[config.mk]
export PLATFORM = sky130hd
export DESIGN_NAME = mem_lsu
export DESIGN_NICKNAME = d
export VERILOG_FILES = /design/src/rtl/lsu_pkg.sv /design/src/rtl/lsu_align.sv /design/src/rtl/mem_lsu.sv
export SDC_FILE = /design/constraint.sdc
export NUM_CORES = 1
export LEC_CHECK = 0
export BUFFER_PORTS_ARGS = -buffer_cell sky130_fd_sc_hd__clkbuf_2
export CELL_PAD_IN_SITES_DETAIL_PLACEMENT = 1
export CELL_PAD_IN_SITES_GLOBAL_PLACEMENT = 2
export CORE_MARGIN = 3
export CORE_UTILIZATION = 25
export DETAILED_ROUTE_END_ITERATION = 10
export GPL_ROUTABILITY_DRIVEN = 0
export PLACE_DENSITY = 0.87
export SLEW_MARGIN = 30
export SYNTH_ARGS = -nofsm -noshare
export SYNTH_HDL_FRONTEND = slang
export SYNTH_SLANG_ARGS = --single-unit
[constraint.sdc]
create_clock -name clk_i -period 2.1 [get_ports clk_i]
set_input_delay 0.105 -clock clk_i [delete_from_list [all_inputs] [get_ports clk_i]]
set_output_delay 0.105 -clock clk_i [all_outputs]
set_load 0.1 [all_outputs]
[src/rtl/lsu_pkg.sv]
// lsu_pkg: shared types and constants for the memory-stage load/store unit.
//   mem_op_e    - funct3 encodings of the supported load/store widths
//   lsu_state_e - access sequencer states (IDLE -> BUSY -> DONE)
//   WORD_BYTES  - byte lanes on the data-memory bus
package lsu_pkg;

    localparam int unsigned WORD_BYTES = 4;

    typedef enum logic [2:0] {
        MEM_B  = 3'b000,
        MEM_H  = 3'b001,
        MEM_W  = 3'b010,
        MEM_BU = 3'b100,
        MEM_HU = 3'b101
    } mem_op_e;

    typedef enum logic [1:0] {
        IDLE = 2'd0,
        BUSY = 2'd1,
        DONE = 2'd2
    } lsu_state_e;

endpackage

[src/rtl/lsu_align.sv]
// lsu_align: combinational lane logic for mem_lsu.
//   Store side (current EX inputs):
//     op_i, addr_lo_i, is_store_i, store_data_i -> be_o, wdata_o,
//     misaligned_o, illegal_o
//   Load side (latched access):
//     ld_op_i, ld_addr_lo_i, rdata_i -> ld_data_o (aligned, extended)
module lsu_align
    import lsu_pkg::*;
(
    input  logic [2:0]            op_i,
    input  logic [1:0]            addr_lo_i,
    input  logic                  is_store_i,
    input  logic [31:0]           store_data_i,
    input  logic [2:0]            ld_op_i,
    input  logic [1:0]            ld_addr_lo_i,
    input  logic [31:0]           rdata_i,
    output logic [WORD_BYTES-1:0] be_o,
    output logic [31:0]           wdata_o,
    output logic [31:0]           ld_data_o,
    output logic                  misaligned_o,
    output logic                  illegal_o
);

    logic [31:0] shifted;

    // Legality, alignment, byte enables and lane-replicated store data.
    always_comb begin
        be_o         = '0;
        wdata_o      = store_data_i;
        misaligned_o = 1'b0;
        illegal_o    = 1'b0;
        case (op_i)
            MEM_B, MEM_BU: begin
                be_o      = 4'b0001 << addr_lo_i;
                wdata_o   = {4{store_data_i[7:0]}};
                illegal_o = is_store_i && (op_i == MEM_BU);
            end
            MEM_H, MEM_HU: begin
                be_o         = 4'b0011 << addr_lo_i;
                wdata_o      = {2{store_data_i[15:0]}};
                misaligned_o = addr_lo_i[0];
                illegal_o    = is_store_i && (op_i == MEM_HU);
            end
            MEM_W: begin
                be_o         = '1;
                wdata_o      = store_data_i;
                misaligned_o = (addr_lo_i != 2'b00);
            end
            default: illegal_o = 1'b1;
        endcase
    end

    // Load path: bring the addressed lane down to bit 0, then extend.
    assign shifted = rdata_i >> {ld_addr_lo_i, 3'b000};

    always_comb begin
        ld_data_o = shifted;
        case (ld_op_i)
            MEM_B:   ld_data_o = {{24{shifted[7]}}, shifted[7:0]};
            MEM_BU:  ld_data_o = {24'h0, shifted[7:0]};
            MEM_H:   ld_data_o = {{16{shifted[15]}}, shifted[15:0]};
            MEM_HU:  ld_data_o = {16'h0, shifted[15:0]};
            default: ld_data_o = shifted;
        endcase
    end

endmodule

[src/rtl/mem_lsu.sv]
// mem_lsu: memory-stage load/store unit with req/ack data bus.
//   clk_i, reset_i (sync, active-high)
//   valid_i, addr_i, store_data_i, mem_op_i, mem_wren_i, mem_rden_i : EX-stage access
//   dmem_req_o, dmem_we_o, dmem_addr_o, dmem_wdata_o, dmem_be_o     : bus request
//   dmem_ack_i, dmem_rdata_i                                         : bus response
//   stall_o  : hold upstream while an access is being accepted/in flight
//   done_o   : one-cycle completion pulse; ld_data_o valid with it
//   err_o    : one-cycle misaligned / illegal-op (or timeout) pulse
// Optional macro LSU_TIMEOUT_EN: ack watchdog of TIMEOUT_CYCLES BUSY cycles.
module mem_lsu
    import lsu_pkg::*;
#(
    parameter int unsigned TIMEOUT_CYCLES = 255
) (
    input  logic        clk_i,
    input  logic        reset_i,
    input  logic        valid_i,
    input  logic [31:0] addr_i,
    input  logic [31:0] store_data_i,
    input  logic [2:0]  mem_op_i,
    input  logic        mem_wren_i,
    input  logic        mem_rden_i,
    output logic        dmem_req_o,
    output logic        dmem_we_o,
    output logic [31:0] dmem_addr_o,
    output logic [31:0] dmem_wdata_o,
    output logic [3:0]  dmem_be_o,
    input  logic        dmem_ack_i,
    input  logic [31:0] dmem_rdata_i,
    output logic        stall_o,
    output logic        done_o,
    output logic [31:0] ld_data_o,
    output logic        err_o
);

    // The watchdog counter is 16 bits wide.
    if (TIMEOUT_CYCLES < 1 || TIMEOUT_CYCLES > 65535) begin : g_bad_timeout
        $error("mem_lsu: TIMEOUT_CYCLES must be in 1..65535");
    end

    lsu_state_e state_q, state_d;

    logic [31:0]           addr_q;
    logic [1:0]            lo_q;
    logic [31:0]           wdata_q;
    logic [WORD_BYTES-1:0] be_q;
    logic                  we_q;
    logic [2:0]            op_q;
    logic [31:0]           ld_data_q;
    logic                  err_q;

    logic                  acc;
    logic                  accept;
    logic                  reject;
    logic                  timeout;
    logic [WORD_BYTES-1:0] be_c;
    logic [31:0]           wdata_c;
    logic [31:0]           ld_ext;
    logic                  misaligned;
    logic                  illegal;

    lsu_align u_align (
        .op_i         (mem_op_i),
        .addr_lo_i    (addr_i[1:0]),
        .is_store_i   (mem_wren_i),
        .store_data_i (store_data_i),
        .ld_op_i      (op_q),
        .ld_addr_lo_i (lo_q),
        .rdata_i      (dmem_rdata_i),
        .be_o         (be_c),
        .wdata_o      (wdata_c),
        .ld_data_o    (ld_ext),
        .misaligned_o (misaligned),
        .illegal_o    (illegal)
    );

    // Store wins when both wren and rden are set: is_store follows wren.
    assign acc    = valid_i & (mem_wren_i | mem_rden_i);
    assign accept = (state_q == IDLE) & acc & ~misaligned & ~illegal;
    assign reject = (state_q == IDLE) & acc & (misaligned | illegal);

`ifdef LSU_TIMEOUT_EN
    logic [15:0] cnt_q;

    // Ack has priority: timeout only fires in a BUSY cycle without ack.
    assign timeout = (state_q == BUSY) & ~dmem_ack_i
                   & (cnt_q == 16'(TIMEOUT_CYCLES - 1));

    always_ff @(posedge clk_i) begin
        if (reset_i) begin
            cnt_q <= '0;
        end else if (accept) begin
            cnt_q <= '0;
        end else if ((state_q == BUSY) && !dmem_ack_i) begin
            cnt_q <= cnt_q + 16'd1;
        end
    end
`else
    assign timeout = 1'b0;
`endif

    // State register.
    always_ff @(posedge clk_i) begin
        if (reset_i) begin
            state_q <= IDLE;
        end else begin
            state_q <= state_d;
        end
    end

    // Next-state logic.
    always_comb begin
        state_d = state_q;
        case (state_q)
            IDLE:    if (accept) state_d = BUSY;
            BUSY:    if (dmem_ack_i || timeout) state_d = DONE;
            DONE:    state_d = IDLE;
            default: state_d = IDLE;
        endcase
    end

    // FSM outputs.
    always_comb begin
        dmem_req_o = 1'b0;
        stall_o    = 1'b0;
        done_o     = 1'b0;
        case (state_q)
            IDLE:    stall_o = accept;
            BUSY: begin
                dmem_req_o = 1'b1;
                stall_o    = 1'b1;
            end
            DONE:    done_o = 1'b1;
            default: ;
        endcase
    end

    // Access registers: captured at accept and held through BUSY.
    always_ff @(posedge clk_i) begin
        if (reset_i) begin
            addr_q  <= '0;
            lo_q    <= '0;
            wdata_q <= '0;
            be_q    <= '0;
            we_q    <= 1'b0;
            op_q    <= '0;
        end else if (accept) begin
            addr_q  <= {addr_i[31:2], 2'b00};
            lo_q    <= addr_i[1:0];
            wdata_q <= wdata_c;
            be_q    <= be_c;
            we_q    <= mem_wren_i;
            op_q    <= mem_op_i;
        end
    end

    // Load result and error pulse.
    always_ff @(posedge clk_i) begin
        if (reset_i) begin
            ld_data_q <= '0;
            err_q     <= 1'b0;
        end else begin
            err_q <= reject | timeout;
            if ((state_q == BUSY) && dmem_ack_i && !we_q) begin
                ld_data_q <= ld_ext;
            end else if (timeout) begin
                ld_data_q <= '0;
            end
        end
    end

    assign dmem_we_o    = we_q;
    assign dmem_addr_o  = addr_q;
    assign dmem_wdata_o = wdata_q;
    assign dmem_be_o    = be_q;
    assign ld_data_o    = ld_data_q;
    assign err_o        = err_q;

endmodule

Word-level counts from Yosys, hierarchy flattened. Index checks and enable logic that the tools add are counted.

Word-level logic and storage cells: 55. Register bits: 107.

Reductions and logical operators: 12. Eq/ne operators: 11. Multiplexer cells: 11. Bitwise logic cells: 9. Shifts and indexed selects: 3.

Operators by type and width (number): 32-bit one-hot mux with 4 select lines (1); 32-bit one-hot mux with 2 select lines (1); 32-bit by 5-bit right shift with 32-bit output (1); 3-bit == test, second input constant (4); 4-bit one-hot mux with 3 select lines (1); 3-bit by 1-bit == test with 1-bit output, second input constant (2); 3-bit logical NOT (2); 1-bit AND (5); 1-bit logical AND (4); 2-bit two-way mux (2); 2-bit != test, second input constant (2); 1-bit one-hot mux with 2 select lines (2); 2-bit one-hot mux with 2 select lines (1); 2-bit OR reduction (2); 1-bit by 2-bit << shifter with 4-bit output, first input constant (1); 2-bit by 2-bit << shifter with 4-bit output, first input constant (1); 3-bit by 2-bit == test with 1-bit output, second input constant (1); 1-bit one-hot mux with 3 select lines (1); 2-bit by 1-bit == test with 1-bit output, second input constant (1); 2-bit == test, second input constant (1); 2-bit logical NOT (1); 1-bit two-way mux (2); 1-bit NOT (2); 1-bit bitwise OR (2); other kinds (3) (3).

Depth between registers and ports, before layout. Gate-level depths: netlist (run 1).

Depth in word-level cells: 8. Mapped depth: 7. Depth with buffers taken out: 4.

By module. A second synthesis (run 1) with hierarchy kept.

Cell total of the unflattened synthesis: 651. Area total of the unflattened synthesis: 5755.5 um^2.

By module, submodules not included: mem_lsu (sequential area each 2142.1 um^2, area an instance 4553.1 um^2, times used 1, cells an instance 472); lsu_align (sequential area each 0.0 um^2, area an instance 1202.4 um^2, times used 1, cells an instance 179).

Worst setup path after synthesis (run 1). Ideal clock, no wire load.

Path kind: register to output. From: register state_q[1]. To: output stall_o. Arrival time: 2.025 ns. Data required time: 1.995 ns. Stages on the path, launching flop included: 6. Setup slack: -0.030 ns. Path through: dfxtp_1 -> or3b_2 -> a211o_1 -> buf_2 -> clkbuf_1 -> nand2_1.

Cells in the longest elaborated chain, start to end: 5. Elaborated cells between the ends (all ways): 6. Those cells by class: 1 x eq/ne; 1 x mux; 3 x bitwise; 1 x reduce/logical.

Ends and longest elaborated chain: start, declared (RTL line mem_lsu.sv:41) `lsu_state_e state_q, state_d;`; start signal, assigned (RTL line mem_lsu.sv:107) `state_q <= state_d;`; 2-bit logical NOT (RTL line mem_lsu.sv:79, mem_lsu.sv:127); 1-bit AND (3 in series) (RTL line mem_lsu.sv:79) `assign accept = (state_q == IDLE) & acc & ~misaligned & ~illegal;`; 1-bit one-hot mux with 2 select lines (*) (RTL line mem_lsu.sv:127) `case (state_q)`; end, declared (RTL line mem_lsu.sv:30) `output logic stall_o,`.

Mark *: on every way between the ends. The rest lies on a longest branch, timed or not.

Worst setup path after layout (run 1).
From: input mem_wren_i. To: output stall_o.

Cells in the longest elaborated chain, start to end: 6. Elaborated cells between the ends (all ways): 10. Those cells by class: 2 x mux; 6 x bitwise; 2 x reduce/logical.

Ends and longest elaborated chain: start, declared (RTL line mem_lsu.sv:21) `input logic mem_wren_i,`; 1-bit bitwise OR (RTL line mem_lsu.sv:78) `assign acc = valid_i & (mem_wren_i | mem_rden_i);`; 1-bit AND (RTL line mem_lsu.sv:78); 1-bit AND (2 in series) (RTL line mem_lsu.sv:79); 1-bit AND (*) (RTL line mem_lsu.sv:79); 1-bit one-hot mux with 2 select lines (*) (RTL line mem_lsu.sv:127).

Marks and branches as above.

==> impl_metrics.csv, run 1 <==
group,metric,value,unit
clock_network,cts_tree,"yes",
power,p_per_area,816.5,nW/um^2
drt,drt-wirelength-per-cell,16.77,um
floorplan,core_area,18210,um^2
sta,hold_slack,0.02894,ns
critical_path,rrSetupSlack,0.23,ns
logic_synthesis,syn_area,4707,um^2
logic_synthesis,seq_area_frac_synth,45.51,%
power,leakage,2.817,nW
logic_synthesis,syn_avg_cell_area,8.130,um^2
worst_hold_path,hp-start,"store_data_i[13]",
place,place_hpwl,12.73,mm
logic_synthesis,yosys.cell_count.top_type,"nand2_1",
floorplan,ios,210,
clock_network,cts_root_buf,"clkbuf_16",
drt,via_count,4897,
final_layout,utilization,36.46,%
clock_network,cts_buffers,9,
logic_synthesis,synth_edf_count,0,
logic_synthesis,synth_commonest_cells,"139 x nand2_1, 107 x dfxtp_1, 76 x a21oi_1, 65 x nor2_1, 33 x mux2i_1",
sta,worstMarginPinSlew,0.6653,ns
place,io_buffers,207,
critical_path,arrival,1.87,ns
clock_network,clk_pin_slew,0.08,ns
sta,hold_viol_final,0,
floorplan,die_h,143.2,um
global_routing,antenna_found_initial,0,
drt,antenna_left,0,
critical_path,regToRegEndpoint,"dmem_addr_o[28]",
sta,maxSlewViolCount,0,
logic_synthesis,ys_warn_count,0,
sta,max_freq,505.2,MHz
logic_synthesis,synth.area.top_cells,"dfxtp_1 46%, nand2_1 11%, a21oi_1 8.1%",
clock_network,htree_levels,3,
global_routing,grt_pass1_wl,26.70,mm
global_routing,overflow,0,
logic_synthesis,ys.flop_type,"dfxtp_1",
sta,fin_crit_sh,94.26,%
final_layout,diodes,0,
critical_path,worstPathRequired,2.00,ns
worst_hold_path,hp-class,"input port to flip-flop",
critical_path,endpoint_kind,"output port",
floorplan,die_w,143.2,um
floorplan,initial_core_util,25.85,%
outcome,status,"complete, no violations",
run,cap_violations,0,
sta,setup_viol,0,
logic_synthesis,synth_top_cell_by_area,"dfxtp_1",
critical_path,rr_startpoint,"state_q[1]",
drt,finalWirelength,17.30,mm
final_layout,fill_cells,2239,
clock_network,clock_sinks,107,
logic_synthesis,ys_ff_latch,107,
worst_hold_path,hold_depth,3,
drt,drt_iter0_markers,130,
drt,first_pass_iters,4,
final_layout,drive_above_1_share,32.50,%
drt,via_per_inst,4.745,
clock_network,clockBufferDepth,2,
critical_path,criticalPathCategory,"input port to output port",
logic_synthesis,synth_top_area_share,45.51,%
global_routing,grt_pass1_vias,4926,
final_layout,area_growth,41.04,%
critical_path,reg2reg_depth,6,
sta,finalClockSkew,0.007777,ns
worst_hold_path,worstHoldEndpoint,"dmem_wdata_o[13]",
logic_synthesis,ys_async_sr_fraction,0,%
sta,fin_tns_setup,0,ns
sta,timing.final.crit_period,1.980,ns
critical_path,worst-path-max-fanout,5,
floorplan,fp.dieArea,20510,um^2
logic_synthesis,synth_cells,579,
clock_network,clkLatencyLatePin,0.35,ns
global_routing,track_usage,16.51,%
critical_path,cp-start-kind,"input port",
sta,relSlewSlack,55.65,%
final_layout,num-nets-final,903,
logic_synthesis,synth_cell_type_count,36,
sta,rsz0062_at_grt,"false",
floorplan,num_rows,49,
power,vdd_drop_max,0.3736,mV
drt,drc,0,
global_routing,grt_max_degree,67,
[routing by layer]
| layer | GRT usage, % | vias to the layer above | wire (um) |
|---|---|---|---|
| met1 | 20.15 | 2287 | 7369 |
| met5 | 0 | - | 0 |
| met3 | 5.392 | 25 | 1446 |
| met2 | 27.08 | 163 | 8043 |
| met4 | 6.392 | 0 | 444 |
| li1 | - | 2422 | - |
[critical path, cell delays in order]
cell	delay (ns)
dlygate4sd3_1	0.54
clkbuf_2	0.13
a221o_1	0.42
a211o_4	0.39
nand2_2	0.09
buf_12	0.17
[layout by cell type (no fill, tap or decap), types with 2 or more instances in the layout]
| master | n |
|---|---|
| conb_1 | 2 |
| inv_1 | 2 |
| mux2i_1 | 33 |
| bufinv_16 | 3 |
| clkbuf_2 | 205 |
| buf_12 | 2 |
| buf_4 | 19 |
| clkbuf_16 | 9 |
| a211oi_2 | 3 |
| o21ai_0 | 24 |
| o211ai_1 | 7 |
| o311a_1 | 2 |
| dfxtp_1 | 107 |
| a211oi_1 | 21 |
| nor2_1 | 65 |
| nand2_1 | 138 |
| nand2b_1 | 5 |
| or3b_2 | 2 |
| a21oi_1 | 76 |
| nor3_1 | 5 |
| nor2b_1 | 2 |
| mux2_2 | 7 |
| a311oi_1 | 8 |
| a22o_1 | 7 |
| dlygate4sd3_1 | 31 |
[stage by stage]
| step | setup slack [ns] | total power (W) | area, um^2 | instances |
|---|---|---|---|---|
| finish | 0.1205 | 0.005421 | 6639 | 1032 |
| global route | 0.06407 | 0.005661 | 6639 | 1032 |
| CTS | 0.02166 | 0.005503 | 6615 | 1029 |
| detailed placement | 0.1669 | 0.003447 | 5957 | 982 |
| global placement | 0.2228 | 0.003438 | 5957 | 982 |
| floorplan | 0.03877 | 0.003131 | 4713 | 580 |
[area by class of cell]
class	count	area [um^2]	share of cell area, %
multi-input cells	421	2344	35.30
flip-flops and latches	107	2142	32.27
repair buffers	257	1519	22.88
well taps	229	286.5	4.316
clock buffers	10	229.0	3.449
clock inverters	6	111.4	1.677
inverters	2	7.507	0.1131
[flip-flops by register name, indices dropped and copies added (netlist names)]
register and count:
dmem_we_o 1, err_o 1, ld_data_o 32, lo_q 2
dmem_wdata_o 32, op_q 3, dmem_be_o 4, dmem_addr_o 30
state_q 2
[power breakdown]
group          total [W]  internal, W  switching, W
combinational    0.00129     0.000317      0.000969
sequential       0.00216      0.00211     0.0000475
clock            0.00198      0.00117      0.000807
total            0.00542      0.00360       0.00182
[worst max path at each step]
stage / slack (ns) / startpoint / endpoint
5_1_grt: 0.06 / mem_wren_i / stall_o
4_1_cts: 0.02 / mem_wren_i / stall_o
3_3_place_gp: 0.22 / lo_q[1] / ld_data_o[18]
3_5_place_dp: 0.17 / lo_q[1] / ld_data_o[29]
6_report: 0.12 / mem_wren_i / stall_o
2_1_floorplan: 0.04 / dmem_we_o / ld_data_o[15]
[cell families after synthesis]
| group | synth area share (%) |
|---|---|
| DFF | 45.51 |
| other | 0.07967 |
| AOI/OAI and AO/OA | 21.11 |
| and+or+nand+nor | 18.93 |
| buffers and inverters | 5.210 |
| muxes | 9.171 |
[timing repair]
action / 4_1_cts / 5_1_grt
hold buffers: 31 / 0
hold endpoints to repair: 31 / 0
setup buffers: 0 / 3
pin swaps: 0 / 1
resized for setup: 1 / 1
setup endpoints to repair: 1 / 2
Power figures use the tool's default switching activity.
==> run 2, diff against run 1 <==
Settings changed: ABC_AREA set to 1, PLACE_DENSITY 0.87 to 0.9.
==> impl_metrics.csv, run 2 <==
group,metric,value,unit
drt,via_count,5895,
floorplan,die_w,152.6,um
final_layout,area_growth,34.34,%
critical_path,endpoint_kind,"output port",
sta,relSlewSlack,60.46,%
logic_synthesis,ys.flop_type,"dfxtp_1",
outcome,status,"complete, no violations",
logic_synthesis,synth_cells,838,
drt,via_per_inst,4.486,
critical_path,slowest_stage,"dfxtp_1",
critical_path,worstPathRequired,2.00,ns
critical_path,worst-path-max-fanout,15,
floorplan,core_area,20690,um^2
sta,setup_viol,0,
sta,fin_tns_setup,0,ns
clock_network,clkLatencyLatePin,0.35,ns
sta,fin_crit_sh,90.19,%
clock_network,cts_buffers,9,
critical_path,critPathBufInv,1,
drt,drt_iter0_markers,243,
place,io_buffers,207,
place,postPlaceCellArea,6640,um^2
critical_path,cp-start-kind,"flip-flop",
floorplan,num_rows,52,
floorplan,initial_core_util,25.96,%
logic_synthesis,synth_commonest_cells,"207 x nand2_1, 147 x nor2_1, 107 x dfxtp_1, 99 x inv_1, 47 x o21ai_0",
final_layout,final_cell_mix,"206 x nand2_1, 206 x clkbuf_2, 147 x nor2_1",
drt,first_pass_iters,4,
power,vdd_drop_max,0.3266,mV
sta,finalClockSkew,0.01289,ns
critical_path,crit_top_cell,"nand2_1",
logic_synthesis,syn_area,5370,um^2
critical_path,arrival,1.79,ns
sta,timing.final.crit_period,1.894,ns
critical_path,max_stage_delay,0.33,ns
critical_path,crit_family,"simple AND/OR/NAND/NOR gates",
critical_path,crit_chain,"nor2_1, nand2_1, nor2_2, nand3_4, nand2_1, buf_12",
final_layout,diodes,0,
critical_path,rrSetupSlack,0.37,ns
floorplan,ios,210,
run,cap_violations,0,
final_layout,num-nets-final,1145,
drt,drt-wirelength-per-cell,15.02,um
global_routing,overflow,0,
worst_hold_path,hp-class,"input port to flip-flop",
clock_network,cts_tree,"yes",
clock_network,htree_levels,3,
logic_synthesis,syn_avg_cell_area,6.408,um^2
clock_network,clock_sinks,107,
logic_synthesis,ys_async_sr_fraction,0,%
drt,finalWirelength,19.74,mm
drt,drc,0,
clock_network,cts_root_buf,"clkbuf_16",
logic_synthesis,synth.area.top_cells,"dfxtp_1 40%, nand2_1 14%, nor2_1 10%",
logic_synthesis,synth_edf_count,0,
clock_network,clockBufferDepth,2,
logic_synthesis,seq_area_frac_synth,39.89,%
drt,antenna_left,0,
floorplan,fp.dieArea,23270,um^2
power,leakage,3.783,nW
floorplan,die_h,152.6,um
logic_synthesis,ys_ff_latch,107,
logic_synthesis,synth_cell_type_count,29,
clock_network,clk_pin_slew,0.07,ns
global_routing,antenna_found_initial,0,
power,p_per_area,819.2,nW/um^2
sta,maxSlewViolCount,0,
global_routing,grt_max_degree,58,
global_routing,grt_pass1_wl,31.11,mm
global_routing,grt_pass1_vias,5861,
final_layout,stdcell_area,7214,um^2
logic_synthesis,synth_top_cell_by_area,"dfxtp_1",
place,place_hpwl,14.51,mm
place,placed_cells,1276,
sta,hold_slack,0.004501,ns
final_layout,drive_above_1_share,25.48,%
global_routing,track_usage,16.21,%
logic_synthesis,synth_top_area_share,39.89,%
sta,worstMarginPinSlew,0.5931,ns
sta,rsz0062_at_grt,"false",
logic_synthesis,ys_warn_count,0,
clock_network,cts_setup_buffers,0,
final_layout,instances_no_fill,1314,
logic_synthesis,yosys.cell_count.top_type,"nand2_1",
sta,hold_viol_final,0,
sta,max_freq,528.0,MHz
final_layout,utilization,34.87,%
critical_path,criticalPathCategory,"flip-flop to output port",
-- run 2: cell types whose count changed after synthesis, moves of 12 or more --
cell      before  now
nand2_1      139  207
nor2_1        65  147
o21ai_0       24   47
or2_2          0   14
a21oi_1       76   36
nand3_1        0   46
inv_1          2   99
nand4_1        0   25
mux2i_1       33    0
a211oi_1      21    0
o21ai_1        0   12
-- run 2: cells by family after synthesis --
logic type / count (synthesis) / synth area share, %
flip-flops: 107 / 39.89
AO/OA/AOI/OAI: 120 / 12.19
AND/OR/NAND/NOR: 452 / 35.32
other: 1 / 0.06983
buffers and inverters: 158 / 12.53
-- run 2: repair_timing --
item | 4_1_cts | 5_1_grt
hold buffers | 22 | 0
gates resized for setup | 0 | 1
hold endpoints to repair | 22 | 0
endpoints found under the setup margin | 0 | 6
-- run 2: report_power, final --
part / total (W) / switching (W) / internal (W)
clock network: 0.00199 / 0.000794 / 0.00120
logic: 0.00171 / 0.00134 / 0.000379
registers: 0.00221 / 0.0000662 / 0.00214
total: 0.00591 / 0.00220 / 0.00371
-- run 2: final cells by class --
type | instances | area (um^2)
Clock buffer | 11 | 242.7
Clock inverter | 4 | 98.84
Fill cell | 2712 | 13480
Inverter | 100 | 377.9
Multi-Input combinational cell | 575 | 2584
Sequential cell | 107 | 2142
Tap cell | 270 | 337.8
Timing Repair Buffer | 247 | 1431
-- run 2: tightest hold or removal path, stage by stage --
cell	delay, ns
clkbuf_2	0.08
nor2_1	0.03
nor2_1	0.10
-- run 2: final timing paths --
check             cells after the start             start          endpoint
hold / removal                        3         addr_i[6]    dmem_addr_o[6]
setup reg to reg                      8           lo_q[0]     ld_data_o[13]
setup / recovery                      6        state_q[0]           stall_o
hold reg to reg                       2  dmem_wdata_o[27]  dmem_wdata_o[27]
-- run 2: metal layers --
metal	vias up	global-route usage (%)	part of all wire, %
met3	25	2.641	5.0
li1	3020	-	-
met5	-	0	0
met4	0	5.600	2.2
met1	2714	21.47	46
met2	136	26.83	46
-- run 2: per-stage QoR --
step | total power (W) | setup WS, ns
floorplan | 0.003544 | 0.2155
CTS | 0.005980 | 0.05850
detailed placement | 0.003938 | 0.1742
finish | 0.005910 | 0.2060
global placement | 0.003918 | 0.2379
global route | 0.006189 | 0.07895
==> run 3, diff against run 2 <==
Settings changed: CTS_BUF_LIST set to sky130_fd_sc_hd__clkbuf_8, SKIP_CTS_REPAIR_TIMING set to 1.
==> impl_metrics.csv, run 3 (same netlist as run 2, synthesis figures left out) <==
group,metric,value,unit
clock_network,cts_tree,"yes",
sta,max_freq,511.6,MHz
critical_path,max_stage_delay,0.34,ns
clock_network,cts_root_buf,"clkbuf_8",
clock_network,clock_sinks,107,
drt,via_count,5922,
run,cap_violations,0,
critical_path,crit_top_cell,"nand2_1",
final_layout,stdcell_area,7173,um^2
outcome,status,"complete, but fails checks",
global_routing,track_usage,16.01,%
critical_path,rrSetupSlack,0.36,ns
place,postPlaceCellArea,6640,um^2
critical_path,endpoint_kind,"output port",
clock_network,cts_buffers,9,
clock_network,htree_levels,3,
final_layout,area_growth,33.57,%
floorplan,die_w,152.6,um
drt,via_per_inst,4.486,
floorplan,core_area,20690,um^2
global_routing,grt_max_degree,58,
drt,first_pass_iters,4,
critical_path,slowest_stage,"dfxtp_1",
critical_path,worstPathRequired,2.00,ns
floorplan,die_h,152.6,um
sta,finalClockSkew,0.01987,ns
critical_path,reg2reg_depth,8,
final_layout,final_cell_mix,"206 x nand2_1, 206 x clkbuf_2, 147 x nor2_1",
sta,maxSlewViolCount,0,
drt,antenna_left,0,
place,io_buffers,207,
global_routing,grt_pass1_vias,5758,
final_layout,diodes,0,
floorplan,num_rows,52,
worst_hold_path,hp-start,"addr_i[30]",
clock_network,clockBufferDepth,2,
drt,finalWirelength,19.88,mm
sta,hold_viol_final,3,
drt,drt-wirelength-per-cell,15.06,um
global_routing,overflow,0,
floorplan,initial_core_util,25.96,%
sta,setup_viol,0,
power,p_per_area,766.6,nW/um^2
worst_hold_path,hp-class,"input port to flip-flop",
sta,fin_crit_sh,93.08,%
outcome,violations,"negative hold slack",
clock_network,clk_pin_slew,0.10,ns
worst_hold_path,worstHoldEndpoint,"dmem_addr_o[30]",
critical_path,arrival,1.85,ns
final_layout,num-nets-final,1151,
sta,rsz0062_at_grt,"false",
critical_path,regToRegEndpoint,"ld_data_o[31]",
critical_path,crit_chain,"nor2_1, nand2_1, nor2_2, nand3_4, nand2_1, buf_12",
drt,drc,0,
final_layout,drive_above_1_share,25.33,%
sta,fin_tns_setup,0,ns
critical_path,cp-start-kind,"flip-flop",
floorplan,ios,210,
final_layout,fill_cells,2716,
sta,worstMarginPinSlew,0.5932,ns
sta,timing.final.crit_period,1.955,ns
sta,hold_slack,-0.02691,ns
place,place_hpwl,14.51,mm
final_layout,utilization,34.67,%
global_routing,grt_pass1_wl,30.66,mm
critical_path,worst-path-max-fanout,15,
power,vdd_drop_max,0.4186,mV
global_routing,antenna_found_initial,0,
floorplan,fp.dieArea,23270,um^2
critical_path,rr_startpoint,"lo_q[0]",
critical_path,criticalPathCategory,"flip-flop to output port",
drt,drt_iter0_markers,239,
clock_network,clkLatencyLatePin,0.39,ns
worst_hold_path,hold_depth,3,
sta,relSlewSlack,60.45,%
power,leakage,3.766,nW
==> run 3: cell type report <==
type	instances	area, um^2	share of cell area (%)
Inverter	100	377.9	5.268
Clock buffer	10	137.6	1.919
Sequential cell	107	2142	29.86
Tap cell	270	337.8	4.710
Timing Repair Buffer	253	1491	20.79
Multi-Input combinational cell	575	2584	36.02
Clock inverter	5	102.6	1.430
==> run 3: stage by stage <==
stage	setup slack, ns	power [W]	instances	hold slack [ns]
3_5_place_dp	0.1742	0.003938	1276	0.3381
2_1_floorplan	0.2155	0.003544	839	0.2399
4_1_cts	0.007661	0.005523	1291	-0.08329
3_3_place_gp	0.2379	0.003918	1276	0.3274
5_1_grt	0.008472	0.005783	1320	0.002156
6_report	0.1453	0.005499	1320	-0.02691
==> run 3: per-layer routing <==
metal,vias up,share of wire (%),wire length (um),track usage [%]
met3,20,4.7,930,3.209
met4,0,1.9,372,4.837
met1,2738,47,9380,21.45
met5,-,0,0,0
li1,3029,-,-,-
met2,135,46,9195,26.09
==> run 3: worst max path at each step <==
stage / startpoint / endpoint / slack, ns / cells past startpoint
after floorplan: state_q[1] / stall_o / 0.22 / 7
after global placement: lo_q[0] / ld_data_o[25] / 0.24 / 8
after detailed placement: lo_q[0] / ld_data_o[31] / 0.17 / 8
after CTS: state_q[0] / stall_o / 0.008 / 6
after global routing: state_q[1] / stall_o / 0.008 / 6
final: state_q[0] / stall_o / 0.15 / 6
==> run 3: where the power goes <==
part	leakage (nW)	internal (W)	switching (W)
Clock	0.124	0.000818	0.000750
Combinational	2.77	0.000386	0.00134
Sequential	0.872	0.00214	0.0000665
==> run 3: worst max-delay path: cells and delay by family (launching register included) <==
family	cells	cell delay (ns)
buf+inv	1	0.19
flops	1	0.34
simple gates	5	0.94
